[config.mk]
export PLATFORM = sky130hd
export DESIGN_NAME = btn_conditioner
export DESIGN_NICKNAME = d
export VERILOG_FILES = /design/src/rtl/btn_conditioner.sv
export SDC_FILE = /design/constraint.sdc
export NUM_CORES = 1
export LEC_CHECK = 0
export BUFFER_PORTS_ARGS = -buffer_cell sky130_fd_sc_hd__buf_2
export CAP_MARGIN = 5
export CELL_PAD_IN_SITES_DETAIL_PLACEMENT = 0
export CELL_PAD_IN_SITES_GLOBAL_PLACEMENT = 1
export CORE_MARGIN = 4
export CORE_UTILIZATION = 51
export DETAILED_ROUTE_END_ITERATION = 8
export PLACE_DENSITY = 0.86
export SLEW_MARGIN = 10
export SYNTH_ARGS = -nofsm -noshare
export SYNTH_HDL_FRONTEND = slang
export SYNTH_SLANG_ARGS = --single-unit
[constraint.sdc]
create_clock -name clk -period 5.1 [get_ports clk]
set_input_delay 0.51 -clock clk [delete_from_list [all_inputs] [get_ports clk]]
set_output_delay 0.51 -clock clk [all_outputs]
set_load 0.01 [all_outputs]
[src/rtl/btn_conditioner.sv]
// rtl/btn_conditioner.sv - sync, debounce and edge/repeat pulses for four paddle buttons
// Optional hold-to-repeat is enabled by defining BTN_AUTO_REPEAT_EN.
module btn_conditioner #(
    parameter int DEB_CYCLES    = 500000,
    parameter int REPEAT_DELAY  = 12500000,
    parameter int REPEAT_PERIOD = 1000000,
    parameter int CW            = 24,
    parameter bit ACTIVE_LOW_IN = 1'b1
) (
    input  logic       clk,
    input  logic       rst,
    input  logic [3:0] raw_btn,
    output logic       btn_rh_a,
    output logic       btn_lf_a,
    output logic       btn_rh_b,
    output logic       btn_lf_b,
    output logic [3:0] held
);

    localparam logic [CW-1:0] DEB_LAST = CW'(DEB_CYCLES - 1);

`ifdef BTN_AUTO_REPEAT_EN
    typedef enum logic [1:0] {ST_IDLE, ST_DELAY, ST_REPEAT} state_t;
    localparam logic [CW-1:0] DLY_LAST = CW'(REPEAT_DELAY - 1);
    localparam logic [CW-1:0] PER_LAST = CW'(REPEAT_PERIOD - 1);
    logic [CW-1:0] rc_q [4];
    logic [CW-1:0] rc_d [4];
`else
    typedef enum logic {ST_IDLE, ST_HOLD} state_t;
`endif

    logic [3:0]    norm;
    logic [3:0]    sync1_q, sync1_d;
    logic [3:0]    s_q, s_d;
    logic [3:0]    deb_q, deb_d;
    logic [3:0]    held_q, held_d;
    logic [3:0]    pulse_q, pulse_d;
    logic [3:0]    pressed;
    logic [3:0]    conflict;
    logic [CW-1:0] dc_q [4];
    logic [CW-1:0] dc_d [4];
    state_t        st_q [4];
    state_t        st_d [4];

    assign norm = ACTIVE_LOW_IN ? ~raw_btn : raw_btn;

    // Including the previous cycle keeps the survivor blocked until the released
    // button's held bit has actually dropped, so its delay starts from that edge.
    assign pressed  = deb_q | held_q;
    assign conflict = {{2{pressed[3] & pressed[2]}}, {2{pressed[1] & pressed[0]}}};

    always_comb begin
        sync1_d = norm;
        s_d     = sync1_q;
        held_d  = deb_q;
        deb_d   = deb_q;
        pulse_d = '0;
        for (int i = 0; i < 4; i++) begin
            dc_d[i] = '0;
            st_d[i] = st_q[i];
`ifdef BTN_AUTO_REPEAT_EN
            rc_d[i] = rc_q[i];
`endif
            if (s_q[i] != deb_q[i]) begin
                if (dc_q[i] == DEB_LAST) begin
                    deb_d[i] = s_q[i];
                end else begin
                    dc_d[i] = dc_q[i] + 1'b1;
                end
            end

`ifdef BTN_AUTO_REPEAT_EN
            if (!deb_q[i]) begin
                st_d[i] = ST_IDLE;
                rc_d[i] = '0;
            end else if (conflict[i]) begin
                st_d[i] = ST_DELAY;
                rc_d[i] = '0;
            end else begin
                case (st_q[i])
                    ST_IDLE: begin
                        pulse_d[i] = 1'b1;
                        st_d[i]    = ST_DELAY;
                        rc_d[i]    = '0;
                    end
                    ST_DELAY: begin
                        if (rc_q[i] == DLY_LAST) begin
                            pulse_d[i] = 1'b1;
                            rc_d[i]    = '0;
                            st_d[i]    = ST_REPEAT;
                        end else begin
                            rc_d[i] = rc_q[i] + 1'b1;
                        end
                    end
                    default: begin
                        if (rc_q[i] == PER_LAST) begin
                            pulse_d[i] = 1'b1;
                            rc_d[i]    = '0;
                        end else begin
                            rc_d[i] = rc_q[i] + 1'b1;
                        end
                    end
                endcase
            end
`else
            if (!deb_q[i]) begin
                st_d[i] = ST_IDLE;
            end else if (conflict[i]) begin
                st_d[i] = ST_HOLD;
            end else if (st_q[i] == ST_IDLE) begin
                pulse_d[i] = 1'b1;
                st_d[i]    = ST_HOLD;
            end
`endif
        end
    end

    always_ff @(posedge clk) begin
        if (!rst) begin
            sync1_q <= '0;
            s_q     <= '0;
            deb_q   <= '0;
            held_q  <= '0;
            pulse_q <= '0;
            for (int i = 0; i < 4; i++) begin
                dc_q[i] <= '0;
                st_q[i] <= ST_IDLE;
`ifdef BTN_AUTO_REPEAT_EN
                rc_q[i] <= '0;
`endif
            end
        end else begin
            sync1_q <= sync1_d;
            s_q     <= s_d;
            deb_q   <= deb_d;
            held_q  <= held_d;
            pulse_q <= pulse_d;
            for (int i = 0; i < 4; i++) begin
                dc_q[i] <= dc_d[i];
                st_q[i] <= st_d[i];
`ifdef BTN_AUTO_REPEAT_EN
                rc_q[i] <= rc_d[i];
`endif
            end
        end
    end

    assign btn_rh_a = pulse_q[0];
    assign btn_lf_a = pulse_q[1];
    assign btn_rh_b = pulse_q[2];
    assign btn_lf_b = pulse_q[3];
    assign held     = held_q;

endmodule

=== After elaboration in Yosys (flattened, before gate mapping) ===
Memories as Yosys holds them, arrays and structs flattened.
Cells that the tools add are included.

* Register bits: 20
* Bits in writable memories: 100
* Bits of input ports: 6
* Output and inout port bits: 8
* Word-level logic and storage cells: 76
* Memories kept: 2

{| class="wikitable"
|+ Memory list
! memory !! words !! width !! read ports !! clocked after memory_dff !! wr ports !! RTL line !! source
|-
| dc_q || 4 || 24 || 4 || 0 || 4 || 40 || <nowiki>logic [CW-1:0] dc_q [4];</nowiki>
|-
| st_q || 4 || 1 || 4 || 0 || 4 || 42 || <nowiki>state_t st_q [4];</nowiki>
|}

* $add $sub $neg: 4
* Equal/unequal tests: 8
* Muxes and demuxes: 26
* Bitwise logic cells: 17
* Reductions and logical operators: 8

{| class="wikitable"
|+ Operators by type and width
! kind !! number
|-
| 2-to-1 mux 24 bit || 12
|-
| adder 24 x 1 -> 24 bit (second input constant) || 4
|-
| equality test 24 x 19 -> 1 bit (second input constant) || 4
|-
| 2-to-1 mux 1 bit || 14
|-
| OR reduction 3 bit || 4
|-
| bitwise OR 1 bit || 8
|-
| AND reduction 2 bit || 4
|-
| inverter 1 bit || 5
|-
| inequality test 1 bit || 4
|-
| inverter 4 bit || 1
|-
| bitwise OR 4 bit || 1
|-
| bitwise AND 1 bit || 2
|}

=== Longest topological paths before layout ===
* Depth in word-level cells: 4
* Depth in mapped cells: 7

=== Worst setup path before layout ===
Ideal clock, no wire load.

* Kind: flip-flop to flip-flop
* From: memory dc_q[1][0]
* To: memory dc_q[1][18]
* Setup time: 0.071 ns
* Data arrival time: 1.893 ns
* Data required time: 5.029 ns
* Setup slack: 3.137 ns
* Cell stages (with the launch flop): 7
* Buffers on the path: 1
* Clock period less this slack: 1.963 ns
* Cell sequence: dfxtp_1 > ha_1 > nand3_1 > or4_1 > clkbuf_1 > or4_1 > a21oi_1

{| class="wikitable"
|+ RTL lines
! element !! RTL line
|-
| start, declared || 40
|}

==> flow_summary.toml <==
[worst_hold_path]
min_delay_path_depth = 2
hp-start = "raw_btn[3]"
hold_class = "input pin to flop"
min_to = "s_d[3]$_SDFF_PN0_"

[sta]
setup_viol = 0
setup_ws_ns = 2.76
setup-tns-final_ns = 0
min_period_over_period_pct = 45.9
slew_viol_final = 0
finalHoldViolCount = 0
skew_ns = 0.00772
rsz0062_at_grt = "false"
finalCriticalPeriod_ns = 2.34
slew_headroom_pct = 44.7
tightest_slew_ns = 0.828
fmax_ghz = 0.427

[clocking]
cts_setup_buffers = 0
ctsResizeCount = 0
clock-sinks = 120
cts_hold_buf = 0
htree_levels = 4
cts_buffer_depth = 2
path_clk_slew_ns = 0.06
insertion_delay_ns = 0.51
cts_tree = "yes"
numCtsBuffers = 17
cts_root_buf = "clkbuf_8"

[worst_setup_path]
critPathLaunch = "dc_q[2][0]$_SDFF_PP0_"
cp.required_ns = 5.50
startpoint_type = "flop"
cp_max_fo = 14
timing.rr.start = "dc_q[2][0]$_SDFF_PP0_"
worstSetupPathType = "flop to flop"
r2r_cells = 6
r2r-end = "dc_q[2][8]$_SDFF_PP0_"
cp.arrival_ns = 2.74
reg2reg_slack_ns = 2.76
cp-end-kind = "flop"

[cells_and_area]
final_cell_mix = "dfxtp_1, nor2_1, a21oi_1"
num-nets-final = 621
final_cell_area_mm2 = 0.00594
finalNonFillerCells = 757
drive_gt1_share_pct = 8.97
antennaDiodeCount = 0
final_common_cell = "dfxtp_1"
area_delta_synth_final_pct = 16.0

[logic_synthesis]
yosys_register_bits = 120
synthCells = 592
synth_area_mm2 = 0.00512
synth_nets = 602
yosysSeqAreaShare_pct = 46.9
synth_cell_types = 34
ys_warn_count = 0
synth.avg_cell_area_um2 = 8.65

[place]
port_buffers = 13
dp.cells = 725
dp_hpwl_um = 6980
dpl_cell_area_mm2 = 0.00533
place.gp.congestion = 0.788
preCtsSetupSlack_ns = 2.77

[grt]
grt_max_degree = 25
grt_pass1_vias = 4031
track_usage_pct = 18.8
antenna_found_initial = 0
overflow = 0
grt_pass1_wl_um = 18000

[detailed_routing]
wl_met1_um = 4930
routedWlPerCell_um = 13.7
postRouteAntennaNets = 0
highest_layer = "met4"
drtIter0Drc = 204
vias = 4326
wl_met2_um = 5110
met3RoutedLength_um = 276
viasPerCell = 5.71
drt-pass1-iter-count = 4
wirelength_um = 10400
drc_errors = 0

[run_status]
outcome = "finished, final reports clean"

[power]
irDropWorstVdd_uv = 278
p_seq_share_pct = 43.1
swShare_pct = 20.0
power_switching_uw = 437
power_frac_clock_pct = 56.1
cellPowerDensity_mw_per_mm2 = 368
p_int_uw = 1750
power_frac_comb_pct = 0.8
leakage_uw = 0.00183

[run]
maxCapViolations = 0

[die]
start_util_pct = 52.4
ioPinCount = 14
die-area_mm2 = 0.0117
coreArea_mm2 = 0.00977
fp.dieH_um = 108
die-width_um = 108
rows = 36
==> kinds of logic (layout without fill, tap and decap cells) <==
logic type | Yosys count | count (layout) | share of synthesized area, %
AND/OR/NAND/NOR | 280 | 280 | 30.1
buffers and inverters | 42 | 74 | 3.13
adder cells (fa/ha/maj) | 4 | 4 | 0.977
XOR/XNOR | 47 | 47 | 8.04
flip-flops | 120 | 120 | 46.9
AO/OA/AOI/OAI | 97 | 97 | 10.4
multiplexers | 2 | 2 | 0.391
==> power by group through the flow <==
stage | clock network (µW) | registers (µW) | logic [µW]
2_1_floorplan | 0 | 964 | 10.2
3_3_place_gp | 0 | 964 | 16.9
3_5_place_dp | 0 | 964 | 17.3
4_1_cts | 1240 | 944 | 17.5
5_1_grt | 1290 | 944 | 19.7
6_report | 1230 | 944 | 17.4
==> layer usage <==
| metal | vias to the layer above | track usage, % |
|---|---|---|
| li1 | 2192 | - |
| met5 | - | 0 |
| met4 | 0 | 6.31 |
| met2 | 56 | 31.3 |
| met1 | 2070 | 23.9 |
| met3 | 8 | 4.72 |
==> synthesized netlist by cell type, drive strengths merged <==
| cell | n | area [µm²] |
|---|---|---|
| o21bai | 1 | 7.51 |
| o311ai | 1 | 8.76 |
| and3 | 11 | 68.8 |
| xnor2 | 28 | 245 |
| and2 | 8 | 50.1 |
| a21oi | 46 | 230 |
| mux2i | 2 | 20.0 |
| or4 | 24 | 183 |
| and4 | 7 | 62.6 |
| nor4b | 9 | 78.8 |
| o21a | 2 | 15.0 |
| or3 | 29 | 181 |
| or2 | 1 | 6.26 |
| nor2 | 60 | 225 |
| o21ai | 32 | 160 |
| nand2 | 38 | 143 |
| nand3 | 37 | 195 |
| inv | 25 | 93.8 |
| nand3b | 1 | 7.51 |
| o211ai | 1 | 7.51 |
| nand4 | 25 | 171 |
| clkbuf | 16 | 61.3 |
| nor4 | 16 | 100 |
| nor3 | 14 | 70.1 |
| ha | 4 | 50.1 |
| buf | 1 | 5.00 |
| o31ai | 14 | 105 |
| dfxtp | 120 | 2400 |
| xor2 | 19 | 166 |
==> sequential cells by signal, indices dropped and copies added, names as in the netlist <==
| signal | cells |
|---|---|
| s_d | 4 |
| pulse_q | 4 |
| st_q | 4 |
| s_q | 4 |
| deb_q | 4 |
| dc_q | 96 |
| held | 4 |
==> critical path: stages (launching register included) <==
cell      delay, ns
dfxtp_1        0.42
ha_1           0.23
and4_1         0.27
nand2_1        0.14
o311ai_2       0.77
buf_4          0.33
nor2_1         0.07
==> worst max-delay path by stage <==
stage / slack [ns] / end
after global routing: 2.54 / dc_q[2][10]$_SDFF_PP0_
after CTS: 2.76 / dc_q[2][8]$_SDFF_PP0_
after detailed placement: 2.77 / dc_q[2][4]$_SDFF_PP0_
final: 2.76 / dc_q[2][8]$_SDFF_PP0_
after floorplan: 3.14 / dc_q[1][18]$_SDFF_PP0_
after global placement: 2.87 / dc_q[2][7]$_SDFF_PP0_
==> final cells by class <==
cell class                      instances  area [µm²]
Clock inverter                         12         174
Clock buffer                           20         435
Sequential cell                       120        2400
Fill cell                             858        3840
Inverter                               25        93.8
Tap cell                              133         166
Timing Repair Buffer                   17        95.1
Multi-Input combinational cell        430        2570
==> metrics by stage <==
| step | hold WS (ns) | total power [µW] | utilization, % |
|---|---|---|---|
| final | 0.162 | 2190 | 60.8 |
| after global routing | 0.156 | 2250 | 60.8 |
| after CTS | 0.145 | 2210 | 60.8 |
| after detailed placement | 0.390 | 982 | 54.5 |
| after global placement | 0.383 | 981 | 54.5 |
| after floorplan | 0.374 | 974 | - |
Note: power is estimated with default switching activity, not from simulation.
